`config.mk`:
```
export PLATFORM = sky130hd
export DESIGN_NAME = sync_fifo_param
export DESIGN_NICKNAME = d
export VERILOG_FILES = /design/src/rtl/fifo_pkg.sv /design/src/rtl/fifo_ctrl.sv /design/src/rtl/sync_fifo_param.sv
export SDC_FILE = /design/constraint.sdc
export NUM_CORES = 1
export LEC_CHECK = 0
export BUFFER_PORTS_ARGS = -buffer_cell sky130_fd_sc_hd__buf_2
export CAP_MARGIN = 10
export CORE_MARGIN = 5
export CORE_UTILIZATION = 58
export CTS_CLUSTER_SIZE = 16
export DETAILED_ROUTE_END_ITERATION = 10
export PLACE_DENSITY = 0.82
export SLEW_MARGIN = 5
export SYNTH_ARGS = -nofsm -noshare
export SYNTH_HDL_FRONTEND = slang
export SYNTH_SLANG_ARGS = --single-unit
```
`constraint.sdc`:
```
create_clock -name clk -period 2.7 [get_ports clk]
set_input_delay 0.54 -clock clk [delete_from_list [all_inputs] [get_ports clk]]
set_output_delay 0.54 -clock clk [all_outputs]
set_load 0.02 [all_outputs]
```
`src/rtl/fifo_pkg.sv`:
```
// fifo_pkg: shared definitions for the synchronous FIFO family.
//   fifo_count_width() - width needed to hold an occupancy of 0..2**addr_width
//   fifo_ptr_t         - pointer type for the default 4-entry configuration
package fifo_pkg;

  localparam int FIFO_DEFAULT_ADDR_WIDTH = 2;

  typedef logic [FIFO_DEFAULT_ADDR_WIDTH-1:0] fifo_ptr_t;

  // Occupancy runs 0..DEPTH inclusive, so it needs one more code than DEPTH.
  function automatic int fifo_count_width(input int addr_width);
    return $clog2((1 << addr_width) + 1);
  endfunction

endpackage

```
`src/rtl/fifo_ctrl.sv`:
```
// fifo_ctrl: pointer, occupancy, flag and error bookkeeping for sync_fifo_param.
// Ports:
//   clk, reset (async, active-low), flush (sync clear)
//   wr, rd        - requests from producer / consumer
//   wr_en         - write strobe for the storage array (accepted, not flushed)
//   wr_ptr/rd_ptr - storage addresses, wrap modulo DEPTH
//   count         - registered occupancy 0..DEPTH
//   empty/full/almost_empty/almost_full - decoded from count
//   overflow/underflow - sticky error flags
module fifo_ctrl
  import fifo_pkg::*;
#(
  parameter int ADDR_WIDTH = 2,
  parameter int AF_LEVEL   = (1 << ADDR_WIDTH) - 1,
  parameter int AE_LEVEL   = 1
) (
  input  logic                  clk,
  input  logic                  reset,
  input  logic                  flush,
  input  logic                  wr,
  input  logic                  rd,
  output logic                  wr_en,
  output logic [ADDR_WIDTH-1:0] wr_ptr,
  output logic [ADDR_WIDTH-1:0] rd_ptr,
  output logic [ADDR_WIDTH:0]   count,
  output logic                  empty,
  output logic                  full,
  output logic                  almost_empty,
  output logic                  almost_full,
  output logic                  overflow,
  output logic                  underflow
);

  localparam int DEPTH = 1 << ADDR_WIDTH;
  localparam int CW    = fifo_count_width(ADDR_WIDTH);

  if (AF_LEVEL < 1 || AF_LEVEL > DEPTH) begin : g_bad_af
    $error("fifo_ctrl: AF_LEVEL must be within 1..DEPTH");
  end
  if (AE_LEVEL < 0 || AE_LEVEL >= DEPTH) begin : g_bad_ae
    $error("fifo_ctrl: AE_LEVEL must be within 0..DEPTH-1");
  end
  if (CW != ADDR_WIDTH + 1) begin : g_bad_cw
    $error("fifo_ctrl: count width mismatch");
  end

  logic [ADDR_WIDTH-1:0] wr_ptr_reg, wr_ptr_next;
  logic [ADDR_WIDTH-1:0] rd_ptr_reg, rd_ptr_next;
  logic [CW-1:0]         count_reg, count_next;
  logic                  overflow_reg, overflow_next;
  logic                  underflow_reg, underflow_next;
  logic                  wr_ok, rd_ok;

  assign empty        = (count_reg == '0);
  assign full         = (count_reg == CW'(DEPTH));
  assign almost_empty = (count_reg <= CW'(AE_LEVEL));
  assign almost_full  = (count_reg >= CW'(AF_LEVEL));

  // A write into a full FIFO is still taken when a pop frees the slot
  // in the same cycle; a read on empty never bypasses a concurrent write.
  assign wr_ok = wr & (~full | rd);
  assign rd_ok = rd & ~empty;
  assign wr_en = wr_ok & ~flush;

  always_comb begin
    wr_ptr_next    = wr_ptr_reg;
    rd_ptr_next    = rd_ptr_reg;
    count_next     = count_reg;
    overflow_next  = overflow_reg;
    underflow_next = underflow_reg;
    if (flush) begin
      wr_ptr_next    = '0;
      rd_ptr_next    = '0;
      count_next     = '0;
      overflow_next  = 1'b0;
      underflow_next = 1'b0;
    end else begin
      if (wr_ok) wr_ptr_next = wr_ptr_reg + 1'b1;
      if (rd_ok) rd_ptr_next = rd_ptr_reg + 1'b1;
      case ({wr_ok, rd_ok})
        2'b10:   count_next = count_reg + 1'b1;
        2'b01:   count_next = count_reg - 1'b1;
        default: count_next = count_reg;
      endcase
      if (wr & full & ~rd) overflow_next  = 1'b1;
      if (rd & empty)      underflow_next = 1'b1;
    end
  end

  always_ff @(posedge clk or negedge reset) begin
    if (!reset) begin
      wr_ptr_reg    <= '0;
      rd_ptr_reg    <= '0;
      count_reg     <= '0;
      overflow_reg  <= 1'b0;
      underflow_reg <= 1'b0;
    end else begin
      wr_ptr_reg    <= wr_ptr_next;
      rd_ptr_reg    <= rd_ptr_next;
      count_reg     <= count_next;
      overflow_reg  <= overflow_next;
      underflow_reg <= underflow_next;
    end
  end

  assign wr_ptr    = wr_ptr_reg;
  assign rd_ptr    = rd_ptr_reg;
  assign count     = count_reg;
  assign overflow  = overflow_reg;
  assign underflow = underflow_reg;

endmodule

```
`src/rtl/sync_fifo_param.sv`:
```
// sync_fifo_param: parametrised single-clock FIFO with first-word-fall-through
// read data, occupancy count, almost-full/almost-empty flags, synchronous
// flush and sticky overflow/underflow flags.
// Ports:
//   clk, reset (async, active-low), flush (sync clear)
//   wr, w_data - write request and data
//   rd         - pop request
//   r_data     - head entry, valid while empty = 0
//   empty, full, almost_empty, almost_full, count, overflow, underflow
module sync_fifo_param
  import fifo_pkg::*;
#(
  parameter int DATA_WIDTH = 4,
  parameter int ADDR_WIDTH = 2,
  parameter int AF_LEVEL   = (1 << ADDR_WIDTH) - 1,
  parameter int AE_LEVEL   = 1
) (
  input  logic                  clk,
  input  logic                  reset,
  input  logic                  flush,
  input  logic                  wr,
  input  logic [DATA_WIDTH-1:0] w_data,
  input  logic                  rd,
  output logic [DATA_WIDTH-1:0] r_data,
  output logic                  empty,
  output logic                  full,
  output logic                  almost_empty,
  output logic                  almost_full,
  output logic [ADDR_WIDTH:0]   count,
  output logic                  overflow,
  output logic                  underflow
);

  localparam int DEPTH = 1 << ADDR_WIDTH;

  logic                  wr_en;
  logic [ADDR_WIDTH-1:0] wr_ptr, rd_ptr;
  logic [DATA_WIDTH-1:0] mem_reg [DEPTH];

  fifo_ctrl #(
    .ADDR_WIDTH (ADDR_WIDTH),
    .AF_LEVEL   (AF_LEVEL),
    .AE_LEVEL   (AE_LEVEL)
  ) u_ctrl (
    .clk          (clk),
    .reset        (reset),
    .flush        (flush),
    .wr           (wr),
    .rd           (rd),
    .wr_en        (wr_en),
    .wr_ptr       (wr_ptr),
    .rd_ptr       (rd_ptr),
    .count        (count),
    .empty        (empty),
    .full         (full),
    .almost_empty (almost_empty),
    .almost_full  (almost_full),
    .overflow     (overflow),
    .underflow    (underflow)
  );

  // Storage is not reset: stale entries are unreachable once the pointers
  // and count are cleared.
  for (genvar gi = 0; gi < DEPTH; gi++) begin : g_entry
    always_ff @(posedge clk) begin
      if (wr_en && (wr_ptr == ADDR_WIDTH'(gi))) mem_reg[gi] <= w_data;
    end
  end

  // FWFT: head entry decoded from the registered read pointer.
  assign r_data = mem_reg[rd_ptr];

endmodule

```
==> results of run 1 <==
[through the flow]
step	cells	util
floorplan	96	-
global placement	140	0.642
detailed placement	140	0.642
CTS	144	0.656
global route	144	0.656
finish	144	0.656
[layout make-up]
type | instances | area share
sequential | 25 | 0.500
multi-input combinational | 59 | 0.358
timing repair buffer | 21 | 0.0745
tap | 28 | 0.0248
inverter | 7 | 0.0204
clock buffer | 3 | 0.0160
clock inverter | 1 | 0.00532
[power by group]
group | total, µW | switching, µW | internal (µW)
Clock | 166 | 110 | 56.3
Combinational | 486 | 279 | 207
Sequential | 504 | 55.8 | 448
[layout by cell type, fill, tap and decap left out, types with 4 or more instances in the layout]
cell,synthesis,final
sky130_fd_sc_hd__buf_2,2,21
sky130_fd_sc_hd__inv_1,6,6
sky130_fd_sc_hd__ha_1,8,8
sky130_fd_sc_hd__edfxtp_1,16,16
sky130_fd_sc_hd__nor2_1,14,14
sky130_fd_sc_hd__and2_1,4,4
sky130_fd_sc_hd__mux4_2,4,4
sky130_fd_sc_hd__dfrtp_1,9,9
[logic make-up after synthesis]
group	Yosys count
compound gates	12
xor+xnor	5
fa+ha+maj	9
buf+inv	12
flops	25
mux	6
simple gates	27
[final timing paths]
| check | end | slack, ns | depth (start not counted) |
|---|---|---|---|
| min in group clk | mem_reg[2][1] | 0.44 | 1 |
| max in group asynchronous | u_ctrl.count[0] | 2.46 | 1 |
| max | full | 0.48 | 5 |
| min reg2reg | u_ctrl.overflow | 0.53 | 2 |
| min | u_ctrl.count[1] | 0.06 | 1 |
| max reg2reg | mem_reg[0][0] | 0.80 | 6 |
[metal layers]
layer | vias to the layer above | global-route usage | part of all wire
li1 | 373 | - | -
met1 | 365 | 0.206 | 0.46
met2 | 18 | 0.240 | 0.48
met3 | 4 | 0.0276 | 0.048
met4 | 0 | 0.0298 | 0.011
met5 | - | 0 | 0
==> results.md, run 1 <==
- At the end of routability-driven placement, the weighted congestion stood at 0.758.
- After synthesis, the netlist uses 29 different library cells.
- The average routed wire per standard cell is ~15 µm.
- On the worst path, the slowest cell contributes a delay of 0.46 ns.
- STA classifies the critical path endpoint as a primary output.
- The top cell type by total area after synthesis is sky130_fd_sc_hd__edfxtp_1.
- Port buffering added 21 buffers.
- In this run the core area contains 17 standard-cell rows.
- Buffers added to address setup during post-CTS repair amount to 0.
- The number of levels in the clock H-tree is 1.
- The vertical die dimension is 56.9 µm.
- For this block, the via count after detailed routing is 760.
- The number of gates resized after CTS is 0.
- The initial standard-cell utilization of the core is 0.594.
- The tightest min-delay check is of the in2async type.
- After technology mapping, the gate count stands at 96.
- After filler insertion, the fill cell instance count of the layout stands at 162.
- The total routing resource utilization after global routing is 0.147.
- The slew of the pin with the lowest slew margin is approximately 0.33 ns.
- Between clock sinks in the finished design, the worst skew comes to approximately 0.0056 ns.
- Measured along the x axis, the die boundary spans 56.9 µm.
- Clock tree synthesis selected as its root buffer the cell sky130_fd_sc_hd__clkbuf_4.
- In the final layout, the share of cells above drive strength 1 is 0.319.
- The worst register-to-register path begins at u_ctrl.count[1].
- The tool flagged a number of max-cap violations equal to 0.
- Final hold analysis gives a worst-case slack of about 0.055 ns.
- For this run, the register share of the synthesized area comes to 0.553.
- The complex-gate fraction of the synthesized area is 0.0833.
- Clock tree synthesis inserted a total of 3 buffers.
- Of the total synthesized cell area, the portion taken by XOR and XNOR cells is 0.0343.
- For this run, the number of Yosys warnings is 0.
- Setup repair after global routing left no endpoint under its margin.
- The number of nets with antenna violations after detailed routing is 0.
- The initial antenna violation count is 0.
- The dominant combinational cell family by area after synthesis is simple AND/OR/NAND/NOR gates.
- The clock tree from TritonCTS is done.
- The core box area is 2150 µm².
- Together, buffers and inverters on the worst path number 3.
- The commonest cells after synthesis are sky130_fd_sc_hd__edfxtp_1 (16), sky130_fd_sc_hd__nor2_1 (14), sky130_fd_sc_hd__dfrtp_1 (9).
- Power spread over the standard cell area amounts to approximately 820 nW/µm².
- The number of failing setup endpoints in the final timing report is 0.
- The total wire length after detailed routing is 2.16 mm.
- The detailed placement HPWL is roughly 1.7 mm.
- The slowest stage of the critical path belongs to the cell sky130_fd_sc_hd__dfrtp_1.
- Walking the worst path, the cells encountered are inv_1 > ha_1 > nand2_1 > inv_1 > buf_2.
- The global-route wire length before repair is 3.69 mm.
- In the post-synthesis netlist, the cell with the most instances is sky130_fd_sc_hd__edfxtp_1.
- The number of pins exceeding their max-slew limit in the final report is 0.
- The latest clock arrival within the worst-skew pair is 0.31 ns.
- The power after layout is 1160 µW.
- The number of global-route vias before repair was 743.
- The fmax is 450 MHz.
- Entering global routing, the biggest net connects 16 pins.
- The starting DRC count in detailed routing is 14.
- Of the total synthesized cell area, the portion taken by full adders, half adders and majority gates is 0.0873.
- The flow ran to the end, and the final reports show no timing, DRC or antenna violations.
- The register with the most flip-flops in the layout has 16 of them.
- Headroom to the max-slew limit came out at 0.779.
- The floorplan step defined a die boundary enclosing 3240 µm².
- In the routed layout, each cell is associated on average with a via count of 5.28.
- The setup total negative slack is 0 ns.
- The number of sinks on the clock net is 25.
- Broken down by cell family, the worst path's largest delay share belongs to flip-flops.
- The clock-pin slew of the registers on the worst-case setup and hold paths is 0.14 ns.
- Summing every instance area after synthesis gives 1280 µm².
- The leakage power figure is 0.000591 µW.
- For this design the top-level I/O count stands at 22.
- The number of nets in the final layout is approximately 130.
- The portion of synthesized area spent on multiplexers is 0.0863.
- In this design, the critical path's most frequently occurring cell is sky130_fd_sc_hd__inv_1.
- Subtracting the final worst setup slack from the clock period gives 2.22 ns.
- By area the synthesized netlist is led by sky130_fd_sc_hd__edfxtp_1 (38%), sky130_fd_sc_hd__dfrtp_1 (18%), sky130_fd_sc_hd__ha_1 (7.8%).
- The beginning of the critical path is u_ctrl.count[1].
- Once routing completed, OpenROAD measured the worst setup slack at 0.476 ns.
- The simple logic cell fraction of the synthesized area is 0.105.
- The worst setup path category is reg2out.
- The leading register cell type out of synthesis is sky130_fd_sc_hd__edfxtp_1.
- The number of flops mapped to enable cells by yosys is 16.
- The first TritonRoute pass finished after 5 iterations.
- The hold buffer count at cts is 0.
- In this run the worst path has a maximum fanout of 6.
- The hold violation count in the final report is 0.
- Synthesis inferred 25 register bits.
- The aggregate global routing overflow is 0.
- Registers take 706 µm².
- Once placement finished, the instance area stood at roughly 1400 µm².
- The worst setup slack before clock tree synthesis is 0.813 ns.
- The number of antenna diodes in the final layout is 0.
- The finished cells cover 1410 µm².
- The element type at the critical path start is a flip-flop.
- Of the available clock period, the critical path in the final layout requires 0.824.
- Relative to the synthesized area, the layout overhead comes to 10.5%.
- STA puts the critical path data arrival time at 1.68 ns.
- The net count after synthesis is ~110.
- The clock passes through at most 2 buffers.
- The share of Yosys cell area claimed by the top area cell type is 0.376.
- A synthesized cell averages 13.3 µm².
- The required time at the worst-slack endpoint is 2.16 ns.
- The area of the multi-input gates is 505 µm².
- The post-synthesis async set-or-reset flop share is 0.360.
- The worst voltage drop across the vdd grid is 570 µV.
- In the routed design, unresolved DRC markers number 0.
Note: power is estimated with default switching activity, not from simulation.
==> run 2, diff against run 1 <==
--- a/config.mk
+++ b/config.mk
@@ -8,10 +8,10 @@
 export BUFFER_PORTS_ARGS = -buffer_cell sky130_fd_sc_hd__buf_2
 export CAP_MARGIN = 10
 export CORE_MARGIN = 5
-export CORE_UTILIZATION = 58
+export CORE_UTILIZATION = 54
 export CTS_CLUSTER_SIZE = 16
 export DETAILED_ROUTE_END_ITERATION = 10
-export PLACE_DENSITY = 0.82
+export PLACE_DENSITY = 0.77
 export SLEW_MARGIN = 5
 export SYNTH_ARGS = -nofsm -noshare
 export SYNTH_HDL_FRONTEND = slang
==> constraint.sdc (replaced) <==
create_clock -name clk -period 2.2 [get_ports clk]
set_input_delay 0.44 -clock clk [delete_from_list [all_inputs] [get_ports clk]]
set_output_delay 0.44 -clock clk [all_outputs]
set_load 0.02 [all_outputs]
==> run 2 against run 1 <==
Via count up 3.0%; critical path depth down 3; power up 26%; sequential share of layout area down 0.79 points; worst hold slack better by 0.29 ns; combinational power up 30%; first-iteration DRC count up 71%; register-to-register slack worse by 0.41 ns; count of clock-buffer cells in the layout unchanged; global-route usage up 0.36 points; sequential cell count unchanged; cell count up 0.69%; largest cell class unchanged.
==> results.md, run 2 (same netlist as run 1, synthesis figures left out) <==
- Result of the run: complete, no violations (unchanged).
- The clock period minus final worst setup slack is between 2 and 2.5 ns.
- The initial antenna violation count is 0 (unchanged).
- The setup total negative slack was 0 ns (unchanged).
- The endpoint of the lowest-slack register-to-register path is mem_reg[1][1] (was mem_reg[0][0]).
- The placed cell area is 1380 µm² (unchanged).
- The latest clock arrival within the worst-skew pair is 0.32 ns (was 0.31 ns).
- The via count of the routed design is 783 (was 760).
- The smallest hold slack is 0.341 ns (was 0.0550 ns).
- Commonest cells after routing, fill and taps aside: sky130_fd_sc_hd__buf_2 (21), sky130_fd_sc_hd__edfxtp_1 (16), sky130_fd_sc_hd__nor2_1 (14) (unchanged).
- The core box area is 2230 µm² (was 2150 µm²).
- The number of sinks on the clock net is 25 (unchanged).
- The worst-case headroom to the max-slew limit is 0.781 (was 0.779).
- The endpoint of the worst hold path is mem_reg[2][1].
- The total wire length after detailed routing is 2.25 mm (was 2.16 mm).
- The site row count is 17 (unchanged).
- The aggregate global routing overflow is 0 (unchanged).
- The initial standard-cell utilization of the core was 0.571 (was 0.594).
- The die outline area is 3440 µm² (was 3240 µm²).
- The startpoint of the worst register-to-register path is u_ctrl.count[1] (unchanged).
- The highest routed metal layer is met4 (unchanged).
- The worst hold path begins at w_data[1].
- The met1 wire length is 944 µm (was 996 µm).
- The number of maximum-capacitance constraint violations is 0 (unchanged).
- The slew of the pin with the lowest slew margin came to 0.329 ns (was 0.331 ns).
- The final period utilization is 0.925.
- The number of nets in the final layout was 135 (was 134).
- The worst voltage drop across the vdd grid came to 905 µV (was 570 µV).
- The number of buffers inserted to repair setup after CTS was 0 (unchanged).
- The routability-driven placement congestion ratio is 0.853 (was 0.758).
- RSZ-0062 raised after global routing: no (unchanged).
- The cell area power density was 1020 nW/µm² (was 820 nW/µm²).
- The element type at the critical path start is a flip-flop (unchanged).
- The number of vias per cell after detailed routing came to 5.40 (was 5.28).
- The endpoint kind of the worst setup timing path was a primary output (unchanged).
- Counting instances, the worst hold path has a depth of 1.
- The number of cell instances on the worst register-to-register path is 6 (unchanged).
- The power after layout came to 1460 µW (was 1160 µW).
- The number of global-route vias before repair was 769 (was 743).
- The number of primary I/O pins is 22 (unchanged).
- The hold violation count in the final report is 0 (unchanged).
- The relative area change from synthesis to final layout is 12.3% (was 10.5%).
- The worst-path maximum fanout is 6 (unchanged).
- The count of input and output buffers was 21 (unchanged).
- The number of levels in the clock H-tree is 1 (unchanged).
- The number of flip-flops under the largest register name is 16 (unchanged).
- The starting DRC count in detailed routing is 24 (was 14).
- The worst setup path category was reg2out (unchanged).
- The number of buffers inserted during clock tree synthesis came to 3 (unchanged).
- The final antenna diode count is 0 (unchanged).
- The number of nets with antenna violations after detailed routing came to 0 (unchanged).
- The leakage power figure is 0.000596 µW (was 0.000591 µW).
- The library cell used as clock root buffer was sky130_fd_sc_hd__clkbuf_4 (unchanged).
- The maximum count of clock buffers along a single path is 2 (unchanged).
- The most common library cell in the layout ignoring fill and taps is sky130_fd_sc_hd__buf_2 (unchanged).
- The vertical die dimension is 58.6 µm (was 56.9 µm).
- The number of failing setup endpoints in the final timing report is 0 (unchanged).
- The clock tree from TritonCTS is done (unchanged).
- The total non-filler cell area in the finished layout is 1430 µm² (was 1410 µm²).
- The maximum number of pins on one net before global-route repair is 16 (unchanged).
- The die boundary width came to 58.6 µm (was 56.9 µm).
- The total DRC errors in the routed layout is 0 (unchanged).
- The total routing resource utilization after global routing came to 0.151 (was 0.147).
- The number of pins exceeding their max-slew limit in the final report came to 0 (unchanged).
- The average routed wire per standard cell was 15.5 µm (was 15.0 µm).
- The final-layout fill cell count is 169 (was 162).
- The routed length on met3 is 137 µm (was 103 µm).
- The fmax is ~500 MHz.
- The count of TritonRoute iterations in the first routing pass was 4 (was 5).
- The detailed route wirelength on metal2 is 1.14 mm (was 1.04 mm).
- The data arrival time of the critical path was 1.59 ns (was 1.68 ns).
- The global-route wire length before repair is 3.84 mm (was 3.69 mm).
- The detailed placement HPWL is 1.77 mm (was 1.66 mm).
- The clock-pin slew of the registers on the worst-case setup and hold paths is 0.14 ns (about the same).
- The worst clock skew is 0.00816 ns (was 0.00556 ns).
- The fraction of final layout cells with drive strength greater than 1 is 0.325 (was 0.319).
- The class of the tightest hold or removal check is in2reg (was in2async).
- The required time at the worst-slack endpoint came to 1.76 ns (was 2.16 ns).
- The worst-case register-to-register setup slack is 0.39 ns (was 0.80 ns).
-- run 2: cell types whose count changed in the layout (fill, tap and decap cells not counted) --
cell,previous run,this run
sky130_fd_sc_hd__dlygate4sd3_1,0,1
sky130_fd_sc_hd__ha_1,8,7
sky130_fd_sc_hd__ha_4,0,1
-- run 2: power by group --
part	internal (µW)	total (µW)	leakage (µW)	switching, µW
registers	550	618	0.000266	67.6
clock network	69.5	209	0.0000139	140
logic	279	634	0.000317	355
total	899	1460	0.000596	562
-- run 2: per-layer routing --
layer  global-route usage  vias up
li1                     -      377
met1                0.212      383
met2                0.228       19
met3               0.0395        4
met4               0.0485        0
met5                    0        -
-- run 2: stage by stage --
stage / setup WS [ns] / instances / utilization
finish: 0.166 / 145 / 0.641
global route: 0.0426 / 145 / 0.641
CTS: 0.00216 / 145 / 0.636
detailed placement: 0.281 / 140 / 0.618
global placement: 0.381 / 140 / 0.618
floorplan: 0.379 / 96 / -
-- run 2: cell type report --
cell class              instances  area, µm²  area share
repair buffers                 22        115      0.0803
multi-input cells              59        518       0.362
clock inverters                 1       7.51     0.00524
well taps                      28       35.0      0.0245
inverters                       7       28.8      0.0201
flip-flops and latches         25        706       0.493
clock buffers                   3       22.5      0.0157
-- run 2: worst max-delay path by stage --
stage                          start            end  slack (ns)  cells after the start
CTS                  u_ctrl.count[1]           full       0.002                      5
detailed placement   u_ctrl.count[1]  mem_reg[1][1]        0.28                      6
finish              u_ctrl.rd_ptr[0]      r_data[3]        0.17                      2
floorplan            u_ctrl.count[1]  mem_reg[0][0]        0.38                      6
global placement     u_ctrl.count[1]  mem_reg[1][2]        0.38                      6
global route        u_ctrl.rd_ptr[0]      r_data[1]        0.04                      2
-- run 2: what timing repair did --
action,CTS,global route
hold buffers,1,0
gates resized for setup,0,2
setup endpoints to repair,0,2
endpoints found under the hold margin,9,0
-- run 2: worst max-delay path, stage by stage, from the launching register on --
cell and delay (ns):
sky130_fd_sc_hd__dfrtp_1 0.56, sky130_fd_sc_hd__mux4_2 0.55, sky130_fd_sc_hd__buf_2 0.17
==> run 3, diff against run 2 <==
==> constraint.sdc (replaced) <==
create_clock -name clk -period 2.2 [get_ports clk]
set_input_delay 0.44 -clock clk [delete_from_list [all_inputs] [get_ports clk]]
set_output_delay 0.44 -clock clk [all_outputs]
set_load 0.1 [all_outputs]
==> run 3 against run 2 <==
Routed wire length decreased by 5.5%; die area unchanged; highest routed layer unchanged; critical path depth increased by 3; clock power about the same; clock skew decreased by 0.0057 ns; worst setup slack got worse by 0.10 ns; largest power group unchanged; sequential power increased by 3%; worst hold slack got worse by 0.018 ns; non-clock buffer count increased by 1.
==> results.md, run 3 (same netlist as run 1, synthesis figures left out) <==
- The detailed placement HPWL is 1.64 mm (was 1.77 mm).
- The final setup slack of the worst path was 0.0649 ns (was 0.166 ns).
- The final period utilization was 0.971 (was 0.925).
- The total DRC errors in the routed layout is 0 (unchanged).
- The slew of the pin with the lowest slew margin is 0.491 ns (was 0.329 ns).
- The cell area power density came to 1380 nW/µm² (was 1020 nW/µm²).
- The number of primary I/O pins was 22 (unchanged).
- RSZ-0062 raised after global routing: no (unchanged).
- The element type at the critical path start is a flip-flop (unchanged).
- The endpoint kind of the worst setup timing path is a primary output (unchanged).
- The number of pins exceeding their max-slew limit in the final report is 0 (unchanged).
- The fraction of final layout cells with drive strength greater than 1 was 0.390 (was 0.325).
- The die outline area is 3440 µm² (unchanged).
- The latest clock arrival within the worst-skew pair is 0.32 ns (about the same).
- The library cell used as clock root buffer is sky130_fd_sc_hd__clkbuf_4 (unchanged).
- The worst setup slack before clock tree synthesis is 0.357 ns (was 0.281 ns).
- The count of TritonRoute iterations in the first routing pass is 4 (unchanged).
- The hold violation count in the final report is 0 (unchanged).
- The number of sinks on the clock net is 25 (unchanged).
- The number of maximum-capacitance constraint violations came to 0 (unchanged).
- Result of the run: complete, no violations (unchanged).
- The aggregate global routing overflow is 0 (unchanged).
- The number of global-route vias before repair is 796 (was 769).
- The leakage power figure is 0.000595 µW (was 0.000596 µW).
- The clock tree from TritonCTS is done (unchanged).
- The number of levels in the clock H-tree came to 1 (unchanged).
- The site row count came to 17 (unchanged).
- The average routed wire per standard cell is 14.5 µm (was 15.5 µm).
- The maximum number of pins on one net before global-route repair came to 16 (unchanged).
- The worst clock skew came to 0.00248 ns (was 0.00816 ns).
- The class of the tightest hold or removal check is in2reg (unchanged).
- The total wire length after detailed routing is 2.12 mm (was 2.25 mm).
- The number of flip-flops under the largest register name is 16 (unchanged).
- The clock period minus final worst setup slack came to 2.14 ns (was 2.03 ns).
- The fmax came to 468 MHz (was 492 MHz).
- The relative area change from synthesis to final layout was 15.8% (was 12.3%).
- Commonest cells after routing, fill and taps aside: sky130_fd_sc_hd__buf_2 (19), sky130_fd_sc_hd__edfxtp_1 (16), sky130_fd_sc_hd__nor2_1 (13) (was sky130_fd_sc_hd__buf_2 (21), sky130_fd_sc_hd__edfxtp_1 (16), sky130_fd_sc_hd__nor2_1 (14)).
- The worst setup path category is reg2out (unchanged).
- The number of failing setup endpoints in the final timing report is 0 (unchanged).
- The core box area is 2230 µm² (unchanged).
- The total routing resource utilization after global routing was 0.142 (was 0.151).
- The number of vias per cell after detailed routing is 5.18 (was 5.40).
- The maximum count of clock buffers along a single path is 2 (unchanged).
- The number of nets with antenna violations after detailed routing came to 0 (unchanged).
- The data arrival time of the critical path is 1.70 ns (was 1.59 ns).
- The initial standard-cell utilization of the core is 0.571 (unchanged).
- The routability-driven placement congestion ratio is 0.777 (was 0.853).
- The worst voltage drop across the vdd grid is 1240 µV (was 905 µV).
- The number of buffers inserted during clock tree synthesis came to 3 (unchanged).
- The setup total negative slack came to 0 ns (unchanged).
- The starting DRC count in detailed routing was 17 (was 24).
- The clock-pin slew of the registers on the worst-case setup and hold paths is 0.14 ns (about the same).
- The end of the critical path is almost_full (was r_data[3]).
- The worst-path maximum fanout is 4 (was 6).
- The most common library cell in the layout ignoring fill and taps is sky130_fd_sc_hd__buf_2 (unchanged).
- The count of input and output buffers was 21 (unchanged).
- The global-route wire length before repair is 3.58 mm (was 3.84 mm).
- The worst-case headroom to the max-slew limit came to 0.675 (was 0.781).
- The via count of the routed design is 757 (was 783).
- The final-layout fill cell count came to 168 (was 169).
- The beginning of the critical path was u_ctrl.count[0] (was u_ctrl.rd_ptr[0]).
- The final antenna diode count is 0 (unchanged).
- The endpoint of the lowest-slack register-to-register path is mem_reg[0][3] (was mem_reg[1][1]).
- The startpoint of the worst register-to-register path is u_ctrl.count[0] (was u_ctrl.count[1]).
- The initial antenna violation count is 0 (unchanged).
- The worst-case register-to-register setup slack is 0.43 ns (was 0.39 ns).
- The vertical die dimension is 58.6 µm (unchanged).
- The die boundary width is 58.6 µm (unchanged).
- The number of nets in the final layout is 136 (was 135).
- The required time at the worst-slack endpoint is 1.76 ns (about the same).
- The number of cell instances on the worst register-to-register path came to 6 (unchanged).
- The number of buffers inserted to repair setup after CTS is 0 (unchanged).
-- run 3: cell types whose count changed in the layout (fill, tap and decap cells not counted), moves of 2 or more --
| cell | before | now |
|---|---|---|
| sky130_fd_sc_hd__buf_12 | 0 | 2 |
| sky130_fd_sc_hd__buf_2 | 21 | 19 |
| sky130_fd_sc_hd__dfrtp_1 | 9 | 5 |
| sky130_fd_sc_hd__dfrtp_2 | 0 | 2 |
| sky130_fd_sc_hd__dfrtp_4 | 0 | 2 |
| sky130_fd_sc_hd__inv_1 | 6 | 4 |
-- run 3: per-stage QoR --
stage | instance area (µm²) | utilization | power (µW) | std cells | hold slack [ns]
after global routing | 1480 | 0.662 | 2140 | 146 | 0.301
after CTS | 1480 | 0.661 | 2050 | 146 | 0.310
after global placement | 1440 | 0.643 | 1820 | 141 | 0.302
final | 1480 | 0.662 | 2030 | 146 | 0.323
after detailed placement | 1440 | 0.643 | 1840 | 141 | 0.306
after floorplan | 1290 | - | 1620 | 96 | 0.144
-- run 3: layer usage --
layer,wire length (µm),part of all wire,track usage
met1,941,0.44,0.184
met2,1090,0.51,0.231
met3,73,0.034,0.0241
met4,16,0.0075,0.0680
met5,0,0,0
-- run 3: cell type report --
cell class                      instances  area (µm²)  area share
Sequential cell                        25         716       0.484
Clock buffer                            3        22.5      0.0152
Tap cell                               28        35.0      0.0237
Clock inverter                          1        7.51     0.00508
Multi-Input combinational cell         59         512       0.346
Timing Repair Buffer                   23         153       0.103
Inverter                                7        32.5      0.0220
-- run 3: worst min-delay path by stage --
| stage | slack [ns] | cells after the start | endpoint | startpoint |
|---|---|---|---|---|
| after floorplan | 0.14 | 0 | u_ctrl.count[2] | reset |
| after global placement | 0.30 | 1 | u_ctrl.overflow | reset |
| after detailed placement | 0.31 | 1 | u_ctrl.overflow | reset |
| after CTS | 0.31 | 1 | mem_reg[3][1] | w_data[1] |
| after global routing | 0.30 | 1 | mem_reg[1][1] | w_data[1] |
| final | 0.32 | 1 | mem_reg[1][1] | w_data[1] |
-- run 3: what timing repair did --
item,CTS,global route
gates cloned,0,0
endpoints found under the setup margin,4,3
hold buffers,1,0
resized for setup,1,2
endpoints found under the hold margin,9,0
-- run 3: critical path, stage by stage (launching register included) --
cell and delay (ns):
sky130_fd_sc_hd__dfrtp_4 0.53, sky130_fd_sc_hd__ha_1 0.21, sky130_fd_sc_hd__ha_1 0.17, sky130_fd_sc_hd__nor2_1 0.11, sky130_fd_sc_hd__o21ai_2 0.07, sky130_fd_sc_hd__buf_2 0.29
-- run 3: report_power, final --
group | switching (µW) | internal, µW | leakage [µW]
Clock | 140 | 69.5 | 0.0000139
Sequential | 72.3 | 563 | 0.000260
Combinational | 868 | 321 | 0.000321
